<file path="src/rtl/qed_exec_controller_if.sv">
// Handshake bundle between the QED exec controller, the fetch stage and qed_i_cache.
// master = controller side, slave = fetch/queue/checker side.
interface qed_exec_controller_if;
  logic       qed_en;
  logic       IF_stall;
  logic       qic_vld_out;
  logic       dup_req;
  logic       exec_dup;
  logic       qed_ready;
  logic [6:0] pending_cnt;
  logic [1:0] qed_state;

  modport master (
    input  qed_en, IF_stall, qic_vld_out, dup_req,
    output exec_dup, qed_ready, pending_cnt, qed_state
  );

  modport slave (
    output qed_en, IF_stall, qic_vld_out, dup_req,
    input  exec_dup, qed_ready, pending_cnt, qed_state
  );
endinterface

</file>
<file path="src/rtl/qed_exec_controller.sv">
// Batches QED originals/duplicates via exec_dup and strobes qed_ready after a fixed drain.
// All outputs registered (1-cycle latency); stalled fetch cycles freeze the occupancy mirror.
module qed_exec_controller #(
  parameter int MAX_BATCH  = 64,
  parameter int PIPE_DEPTH = 5
) (
  input logic                   clk,
  input logic                   rst,
  qed_exec_controller_if.master bus
);

  typedef enum logic [1:0] {
    IDLE  = 2'b00,
    ORIG  = 2'b01,
    DUP   = 2'b10,
    DRAIN = 2'b11
  } state_t;

  localparam logic [7:0] MAX_B      = 8'(MAX_BATCH);
  localparam logic [3:0] DRAIN_LAST = 4'(PIPE_DEPTH - 1);

  state_t     state, state_nxt;
  logic [6:0] pend, pend_nxt;
  logic [3:0] drain, drain_nxt;
  logic       exec_dup_q;
  logic       ready_q, ready_nxt;
  logic       ins, del;
  logic [7:0] next_cnt;

  // The queue never moves on a stalled fetch cycle, so neither does the mirror.
  assign ins = bus.qic_vld_out & ~exec_dup_q & ~bus.IF_stall;
  assign del = bus.qic_vld_out &  exec_dup_q & ~bus.IF_stall;

  always_comb begin
    state_nxt = state;
    pend_nxt  = pend;
    drain_nxt = drain;
    next_cnt  = {1'b0, pend} + {7'd0, ins};

    case (state)
      IDLE: begin
        drain_nxt = 4'd0;
        if (bus.qed_en) state_nxt = ORIG;
      end

      ORIG: begin
        pend_nxt = next_cnt[6:0];
        if (next_cnt == MAX_B) begin
          state_nxt = DUP;
        end else if ((bus.dup_req | ~bus.qed_en) && next_cnt != 8'd0) begin
          state_nxt = DUP;
        end else if (!bus.qed_en) begin
          state_nxt = IDLE;
        end
      end

      DUP: begin
        // qed_en and dup_req are deliberately ignored: a started batch always completes.
        if (del) begin
          pend_nxt = pend - 7'd1;
          if (pend == 7'd1) begin
            state_nxt = DRAIN;
            drain_nxt = 4'd0;
          end
        end
      end

      DRAIN: begin
        if (drain == DRAIN_LAST) begin
          state_nxt = bus.qed_en ? ORIG : IDLE;
          drain_nxt = 4'd0;
        end else begin
          drain_nxt = drain + 4'd1;
        end
      end

      default: state_nxt = IDLE;
    endcase

    // Strobe occupies the final DRAIN cycle, so it is decided one edge ahead.
    ready_nxt = (state_nxt == DRAIN) && (drain_nxt == DRAIN_LAST);
  end

  always_ff @(posedge clk) begin
    if (rst) begin
      state      <= IDLE;
      pend       <= 7'd0;
      drain      <= 4'd0;
      exec_dup_q <= 1'b0;
      ready_q    <= 1'b0;
    end else begin
      state      <= state_nxt;
      pend       <= pend_nxt;
      drain      <= drain_nxt;
      exec_dup_q <= (state_nxt == DUP);
      ready_q    <= ready_nxt;
    end
  end

  assign bus.exec_dup    = exec_dup_q;
  assign bus.qed_ready   = ready_q;
  assign bus.pending_cnt = pend;
  assign bus.qed_state   = state;

endmodule

</file>
<file path="src/flat_wrapper.sv">
// flat-port wrapper written by rule: the top's interface ports become plain ports
module qed_exec_controller_flat 
#(
  parameter int MAX_BATCH  = 64,
  parameter int PIPE_DEPTH = 5
)
  (clk, rst, bus_qed_en, bus_IF_stall, bus_qic_vld_out, bus_dup_req, bus_exec_dup, bus_qed_ready, bus_pending_cnt, bus_qed_state);
  qed_exec_controller_if bus_i ();
  input logic clk;
  input logic rst;
  input wire logic [$bits(bus_i.qed_en)-1:0] bus_qed_en;
  input wire logic [$bits(bus_i.IF_stall)-1:0] bus_IF_stall;
  input wire logic [$bits(bus_i.qic_vld_out)-1:0] bus_qic_vld_out;
  input wire logic [$bits(bus_i.dup_req)-1:0] bus_dup_req;
  output wire logic [$bits(bus_i.exec_dup)-1:0] bus_exec_dup;
  output wire logic [$bits(bus_i.qed_ready)-1:0] bus_qed_ready;
  output wire logic [$bits(bus_i.pending_cnt)-1:0] bus_pending_cnt;
  output wire logic [$bits(bus_i.qed_state)-1:0] bus_qed_state;
  assign bus_i.qed_en = bus_qed_en;
  assign bus_i.IF_stall = bus_IF_stall;
  assign bus_i.qic_vld_out = bus_qic_vld_out;
  assign bus_i.dup_req = bus_dup_req;
  assign bus_exec_dup = bus_i.exec_dup;
  assign bus_qed_ready = bus_i.qed_ready;
  assign bus_pending_cnt = bus_i.pending_cnt;
  assign bus_qed_state = bus_i.qed_state;
  qed_exec_controller #(.MAX_BATCH(MAX_BATCH), .PIPE_DEPTH(PIPE_DEPTH)) u_core (.clk(clk), .rst(rst), .bus(bus_i));
endmodule
</file>
<file path="config.mk">
export PLATFORM = sky130hd
export DESIGN_NAME = qed_exec_controller_flat
export DESIGN_NICKNAME = d
export VERILOG_FILES = /design/src/rtl/qed_exec_controller_if.sv /design/src/rtl/qed_exec_controller.sv /design/src/flat_wrapper.sv
export SDC_FILE = /design/constraint.sdc
export NUM_CORES = 1
export LEC_CHECK = 0
export ABC_AREA = 1
export ABC_CLOCK_PERIOD_IN_PS = 3100
export CORE_MARGIN = 2
export CORE_UTILIZATION = 57
export DETAILED_ROUTE_END_ITERATION = 6
export GPL_TIMING_DRIVEN = 0
export PLACE_DENSITY_LB_ADDON = 0.3
export SYNTH_ARGS = -nofsm -noshare
export SYNTH_HDL_FRONTEND = slang
export SYNTH_SLANG_ARGS = --single-unit
export TNS_END_PERCENT = 5
</file>
<file path="constraint.sdc">
create_clock -name clk -period 3.1 [get_ports clk]
set_input_delay 0.62 -clock clk [delete_from_list [all_inputs] [get_ports clk]]
set_output_delay 0.62 -clock clk [all_outputs]
set_load 0.1 [all_outputs]
</file>
==> results of run 1 <==
[worst paths after layout]
path / startpoint / cells after the start / slack, ns / endpoint
min: u_core.drain[2] / 2 / 0.56 / u_core.drain[2]
max reg2reg: u_core.bus.exec_dup / 15 / 1.05 / u_core.bus.qed_ready
min reg2reg: u_core.drain[2] / 2 / 0.56 / u_core.drain[2]
max: u_core.bus.pending_cnt[1] / 1 / 0.56 / bus_pending_cnt[1]
[power groups by stage]
stage               clock, mW  sequential (mW)  combinational (mW)
CTS                     0.119            0.260               0.669
finish                  0.118            0.261               0.671
global route            0.124            0.267               0.725
detailed placement          0            0.265               0.667
global placement            0            0.263               0.656
floorplan                   0            0.478               0.318
[registers in the layout (all words and copies together) (netlist names)]
name	cells
u_core.bus.pending_cnt	7
u_core.bus.exec_dup	1
u_core.bus.qed_state	2
u_core.drain	4
u_core.bus.qed_ready	1
[cell families after synthesis]
kind of cell | after synthesis | synth area share
simple gates | 97 | 0.3649
buf+inv | 32 | 0.1249
compound gates | 30 | 0.1572
flops | 15 | 0.2583
fa+ha+maj | 6 | 0.06458
xor+xnor | 4 | 0.03014
[worst register-to-register path, cell delays in order (launching register included)]
cell and delay, ns:
sky130_fd_sc_hd__dfxtp_1 0.35, sky130_fd_sc_hd__nor3b_1 0.20, sky130_fd_sc_hd__ha_1 0.25, sky130_fd_sc_hd__ha_1 0.25, sky130_fd_sc_hd__inv_1 0.06, sky130_fd_sc_hd__nand2_1 0.08, sky130_fd_sc_hd__nand3_1 0.12, sky130_fd_sc_hd__inv_1 0.08
sky130_fd_sc_hd__nand3_1 0.06, sky130_fd_sc_hd__nor2_1 0.09, sky130_fd_sc_hd__nand2_1 0.07, sky130_fd_sc_hd__nand2_2 0.09, sky130_fd_sc_hd__nand2_1 0.07, sky130_fd_sc_hd__nand2_1 0.05, sky130_fd_sc_hd__nand2_1 0.08, sky130_fd_sc_hd__nor2_2 0.10
[final cells by class]
type | count | area (sq um)
multi-input cells | 137 | 716.9
fillers | 178 | 569.3
flip-flops and latches | 15 | 300.3
repair buffers | 15 | 150.1
inverters | 27 | 103.9
plain buffers | 5 | 41.29
well taps | 27 | 33.78
clock buffers | 4 | 26.28
[metal layers]
layer	vias up	wire length, um
li1	626	-
met1	541	1171
met2	28	1340
met3	2	103
met4	0	23
met5	-	0
[layout by cell type (no fill, tap or decap)]
master                             n
sky130_fd_sc_hd__nor2_1           27
sky130_fd_sc_hd__clkdlybuf4s50_1  15
sky130_fd_sc_hd__xor2_1            4
sky130_fd_sc_hd__nand3_1           9
sky130_fd_sc_hd__or2_2             1
sky130_fd_sc_hd__o21ai_0          10
sky130_fd_sc_hd__nand2_1          44
sky130_fd_sc_hd__nand2_2           2
sky130_fd_sc_hd__inv_2             2
sky130_fd_sc_hd__nand3_2           2
sky130_fd_sc_hd__nor3b_1           1
sky130_fd_sc_hd__nor3_1            2
sky130_fd_sc_hd__nand4_1           3
sky130_fd_sc_hd__inv_1            24
sky130_fd_sc_hd__inv_4             1
sky130_fd_sc_hd__ha_1              6
sky130_fd_sc_hd__a211oi_1          2
sky130_fd_sc_hd__a21oi_4           1
sky130_fd_sc_hd__nor2_2            6
sky130_fd_sc_hd__buf_4             2
sky130_fd_sc_hd__o21ai_1           3
sky130_fd_sc_hd__a221oi_1          1
sky130_fd_sc_hd__buf_6             2
sky130_fd_sc_hd__o211ai_1          1
sky130_fd_sc_hd__o221ai_1          1
sky130_fd_sc_hd__a21boi_1          1
sky130_fd_sc_hd__a21oi_1           9
sky130_fd_sc_hd__clkbuf_4          3
sky130_fd_sc_hd__o311ai_0          1
sky130_fd_sc_hd__dfxtp_1          15
sky130_fd_sc_hd__clkbuf_1          2
==> impl_metrics.ini, run 1 <==
[run_status]
outcome = finished, final reports clean

[global_route]
grt_pass1_vias = 1052
grt_first_pass_wirelength_um = 4533
most_congested_layer_reported_by_global_routing = met2
globalRouteMet1Util = 0.2990
met3_usage_in_global_routing = 0.01840
grt-ovfl-total = 0
grt.total_usage = 0.2362
antenna_found_initial = 0
grt_util_met2 = 0.4302
grt_max_degree = 11

[critical_path]
critical-path-top-delay-family = buffers and inverters
slowest_cp_cell = sky130_fd_sc_hd__clkdlybuf4s50_1
critical_path.n_buffers_inverters = 1
arrival_ns = 1.92
cpPeakStageDelay_ns = 1.18
crit_path_cell_trace = clkdlybuf4s50_1
worstSetupStartpointType = flip-flop
critPathKind = reg2out
endpoint_kind = output pin
crit_path_max_fanout = 7
worst-endpoint-required_ns = 2.48

[finish]
areaGrowthSynthToFinish_pct = 18.08
final_design_area_no_fill_sq_um = 1373
finalNonFillerCells = 230
drive_gt1_frac = 0.1084
layout.core_utilization = 0.7068
diodes = 0
post_layout_nets = 216

[drt]
drt_drc_violations_left = 0
ratio_of_routed_vias_to_standard_cells = 5.204
detail-route-antenna-nets = 0
routed_wire_length_per_instance_um = 11.47
detailedRoute.firstPassIterationCount = 4
overall_routed_net_length_um = 2638
dr_total_vias = 1197
drt_iter0_drc = 36

[pwr]
sw_frac_of_total = 0.5572
p_per_area_nw_per_um2 = 765.1
internal_pwr_total_mw = 0.4651
power.share.combinational = 0.639
worst_ir_drop_on_vdd_mv = 0.5253
total_power_mw = 1.050
power_frac_seq = 0.248
power.static_leakage_nw = 0.6333
power.share.clock = 0.113
switchingPower_mw = 0.5851

[die]
std_cell_rows = 16
initial_utilization = 0.5986
fp.dieArea_sq_um = 2416
core_area_sq_um = 1942
die-height_um = 49.16
floorplan.die.width_um = 49.16
num_io_pins = 17

[yosys]
ys_top_cells_by_area = sky130_fd_sc_hd__dfxtp_1 26%, sky130_fd_sc_hd__nand2_1 14%, sky130_fd_sc_hd__nor2_1 8.7%, sky130_fd_sc_hd__inv_1 7.8%, sky130_fd_sc_hd__ha_1 6.5%
mappedNetlistNets = 196
synthFlopType = sky130_fd_sc_hd__dfxtp_1
yosysTopAreaCell = sky130_fd_sc_hd__dfxtp_1
seq_area_frac_synth = 0.2583
post_synth_num_cell_types = 29
netlist_top_cells_count = 44 x sky130_fd_sc_hd__nand2_1, 27 x sky130_fd_sc_hd__nor2_1, 24 x sky130_fd_sc_hd__inv_1, 15 x sky130_fd_sc_hd__dfxtp_1, 10 x sky130_fd_sc_hd__o21ai_0
syn_inst = 184
netlist_area_sq_um = 1162
yosysMostFrequentCell = sky130_fd_sc_hd__nand2_1
asyncSetResetFlopFracSynth = 0
edff_count_synth = 0
syn_avg_cell_area_sq_um = 6.317
yosys_warnings = 0
flop_and_latch_count_out_of_synthesis = 15
yosysTopAreaCellShare = 0.2583

[placement]
placedInstanceArea_sq_um = 1346
dpl_worst_slack_ns = 0.2743
dp_cells = 226
dp_hpwl_um = 2093
gp_congestion = 0.9257
portBuffers = 15

[clock_network]
htree_levels = 1
cts.hold.buffers_added = 0
cts_num_sinks = 15
clkLatencyLatePin_ns = 0.28
cts-resized-gates = 0
clkTransAtPathRegs_ns = 0.10
cts_tree = yes
cts_buf_count = 3
root_buffer = sky130_fd_sc_hd__clkbuf_4
post_cts_setup_bufs = 0
clk_path_buf_depth = 2

[sta]
finalCriticalPeriod_ns = 2.544
timing.slew.headroom = 0.3513
fin_skew_ns = 0.004768
timing.final.max_slew_violations = 0
fmax_ghz = 0.3931
rsz0062_at_grt = false
timing_worst_slew_pin_value_ns = 0.9700
timing.final.ws_setup_ns = 0.5563
report.final.setup_viol = 0
final-hold-violation-count = 0
finalCritPeriodShare = 0.8206
final_hold_slack_ns = 0.5589
final_setup_tns_ns = 0

[run]
cap_viol_max_count = 0

[worst_hold_path]
path_type_of_the_worst_min_delay_path = reg2reg
No activity file was read; power rests on OpenSTA's default activity.
==> run 2, diff against run 1 <==
--- a/config.mk
+++ b/config.mk
@@ -6,9 +6,9 @@
 export NUM_CORES = 1
 export LEC_CHECK = 0
 export ABC_AREA = 1
-export ABC_CLOCK_PERIOD_IN_PS = 3100
+export ABC_CLOCK_PERIOD_IN_PS = 2220
 export CORE_MARGIN = 2
-export CORE_UTILIZATION = 57
+export CORE_UTILIZATION = 48
 export DETAILED_ROUTE_END_ITERATION = 6
 export GPL_TIMING_DRIVEN = 0
 export PLACE_DENSITY_LB_ADDON = 0.3
==> constraint.sdc (replaced) <==
create_clock -name clk -period 2.22 [get_ports clk]
set_input_delay 0.444 -clock clk [delete_from_list [all_inputs] [get_ports clk]]
set_output_delay 0.444 -clock clk [all_outputs]
set_load 0.1 [all_outputs]
==> impl_metrics.ini, run 2 (synthesis gave the netlist of run 1 again) <==
[run_status]
outcome = finished, final reports clean

[finish]
final_design_area_no_fill_sq_um = 1458
filler_cell_count = 230
multi_input_area_sq_um = 778.2
drive_gt1_frac = 0.1951
finalNonFillerCells = 233
mostFrequentLayoutCell = sky130_fd_sc_hd__nand2_1
diodes = 0
layout.core_utilization = 0.6465
areaGrowthSynthToFinish_pct = 25.40
largest_register_ff_count = 7
highest_count_cells_in_the_layout_ignoring_fill_and_taps = 38 x sky130_fd_sc_hd__nand2_1, 24 x sky130_fd_sc_hd__inv_1, 24 x sky130_fd_sc_hd__nor2_1
regArea_sq_um = 304.0
post_layout_nets = 218

[critical_path]
r2r.worst_path.cells = 14
slowest_cp_cell = sky130_fd_sc_hd__clkdlybuf4s50_1
critical_path.n_buffers_inverters = 1
arrival_ns = 1.73
endpoint_kind = output pin
crit_path_cell_trace = clkdlybuf4s50_1
rr_endpoint = u_core.bus.exec_dup
worst-endpoint-required_ns = 1.78
cpPeakStageDelay_ns = 1.12
r2r-start = u_core.bus.exec_dup
worstSetupStartpointType = flip-flop
critical-path-top-delay-family = buffers and inverters
critPathKind = reg2out
regToRegSetupSlack_ns = 0.22
crit_path_max_fanout = 1

[clock_network]
clkLatencyLatePin_ns = 0.29
clkTransAtPathRegs_ns = 0.10
cts_num_sinks = 15
htree_levels = 1
cts_tree = yes
root_buffer = sky130_fd_sc_hd__clkbuf_4
cts_buf_count = 3
clk_path_buf_depth = 2

[placement]
portBuffers = 15
gp_congestion = 0.9104
placedInstanceArea_sq_um = 1351
dp_cells = 227
dp_hpwl_um = 2152

[worst_hold_path]
hold_wc_startpoint = rst
path_type_of_the_worst_min_delay_path = in2reg
cell_count_of_the_worst_hold_path = 2
min_to = u_core.drain[1]

[die]
fp.dieArea_sq_um = 2831
std_cell_rows = 17
die-height_um = 53.21
initial_utilization = 0.5155
core_area_sq_um = 2255
num_io_pins = 17
floorplan.die.width_um = 53.21

[drt]
dr_total_vias = 1260
routed_wire_length_per_instance_um = 12.47
ratio_of_routed_vias_to_standard_cells = 5.408
detailedRoute.firstPassIterationCount = 6
detail-route-antenna-nets = 0
overall_routed_net_length_um = 2906
drt_iter0_drc = 26
drt_drc_violations_left = 0

[global_route]
grt-ovfl-total = 0
grt.total_usage = 0.2351
grt_first_pass_wirelength_um = 4781
grt_max_degree = 11
grt_pass1_vias = 1088
antenna_found_initial = 0

[pwr]
power.static_leakage_nw = 0.7332
p_per_area_nw_per_um2 = 1031
worst_ir_drop_on_vdd_mv = 0.6162
total_power_mw = 1.502

[sta]
timing.final.max_slew_violations = 0
finalCritPeriodShare = 0.9809
rsz0062_at_grt = false
fmax_ghz = 0.4592
timing.slew.headroom = 0.3546
fin_skew_ns = 0.002620
report.final.setup_viol = 0
timing_worst_slew_pin_value_ns = 0.9666
final-hold-violation-count = 0
finalCriticalPeriod_ns = 2.178

[run]
cap_viol_max_count = 0
==> run 2: changes by cell type in the layout (fill, tap and decap cells not counted), moves of 4 or more <==
cell	before	now
sky130_fd_sc_hd__clkdlybuf4s50_1	15	3
sky130_fd_sc_hd__dlygate4sd2_1	0	8
sky130_fd_sc_hd__dlymetal6s2s_1	0	4
sky130_fd_sc_hd__nand2_1	44	38
sky130_fd_sc_hd__nand2_2	2	8
==> run 2: what timing repair did <==
action / in CTS / in global routing
gates resized for setup: 13 / 16
setup endpoints to repair: 11 / 7
pin swaps: 3 / 8
endpoints found under the hold margin: 0 / 0
hold buffers: 0 / 0
setup buffers: 1 / 1
==> run 2: per-stage QoR <==
stage | hold slack (ns) | setup WS, ns | setup TNS (ns)
6_report | 0.5426 | 0.04238 | 0
5_1_grt | 0.5729 | 0.001525 | 0
4_1_cts | 0.5508 | -0.04879 | -0.07821
3_5_place_dp | 0.5382 | -0.4822 | -2.079
3_3_place_gp | 0.5367 | -0.4501 | -1.809
2_1_floorplan | 0.5105 | 0.08036 | 0
==> run 2: where the power goes <==
part / total (mW) / internal (mW) / switching (mW) / leakage, nW
Combinational: 0.965 / 0.262 / 0.703 / 0.594
Clock: 0.169 / 0.0700 / 0.0988 / 0.0150
Sequential: 0.369 / 0.317 / 0.0513 / 0.124
==> run 2: cell type report <==
type                       instances  area share
buffer                             5     0.02833
clock buffer                       4     0.01803
sequential                        15      0.2086
inverter                          27     0.07124
tap                               28     0.02403
multi-input combinational        137      0.5339
timing repair buffer              17      0.1159
==> run 2: layer usage <==
layer	part of all wire	GRT usage	up-vias
met5	0	0	-
met4	0.035	0.1239	0
met3	0.038	0.04237	12
met2	0.54	0.4074	34
met1	0.39	0.2702	585
li1	-	-	629
==> run 2: worst max path at each step <==
stage	from	to	cells after the start
finish	u_core.bus.qed_ready	bus_qed_ready	1
global route	u_core.bus.qed_ready	bus_qed_ready	1
CTS	bus_qic_vld_out	u_core.bus.exec_dup	14
detailed placement	bus_qic_vld_out	u_core.bus.exec_dup	14
global placement	bus_qic_vld_out	u_core.bus.exec_dup	14
floorplan	u_core.bus.exec_dup	u_core.bus.qed_state[0]	13
==> run 2: worst reg2reg max path, stage by stage (launching register included) <==
cell and delay [ns]:
sky130_fd_sc_hd__dfxtp_2 0.35, sky130_fd_sc_hd__nor3b_4 0.19, sky130_fd_sc_hd__ha_2 0.24, sky130_fd_sc_hd__ha_4 0.18, sky130_fd_sc_hd__inv_1 0.06, sky130_fd_sc_hd__nand2_2 0.08, sky130_fd_sc_hd__nand3_2 0.10, sky130_fd_sc_hd__inv_1 0.08
sky130_fd_sc_hd__nand3_1 0.07, sky130_fd_sc_hd__nor2_1 0.12, sky130_fd_sc_hd__nand2_1 0.07, sky130_fd_sc_hd__nand2_2 0.10, sky130_fd_sc_hd__nand2_2 0.07, sky130_fd_sc_hd__a21oi_1 0.15, sky130_fd_sc_hd__nor2_2 0.05
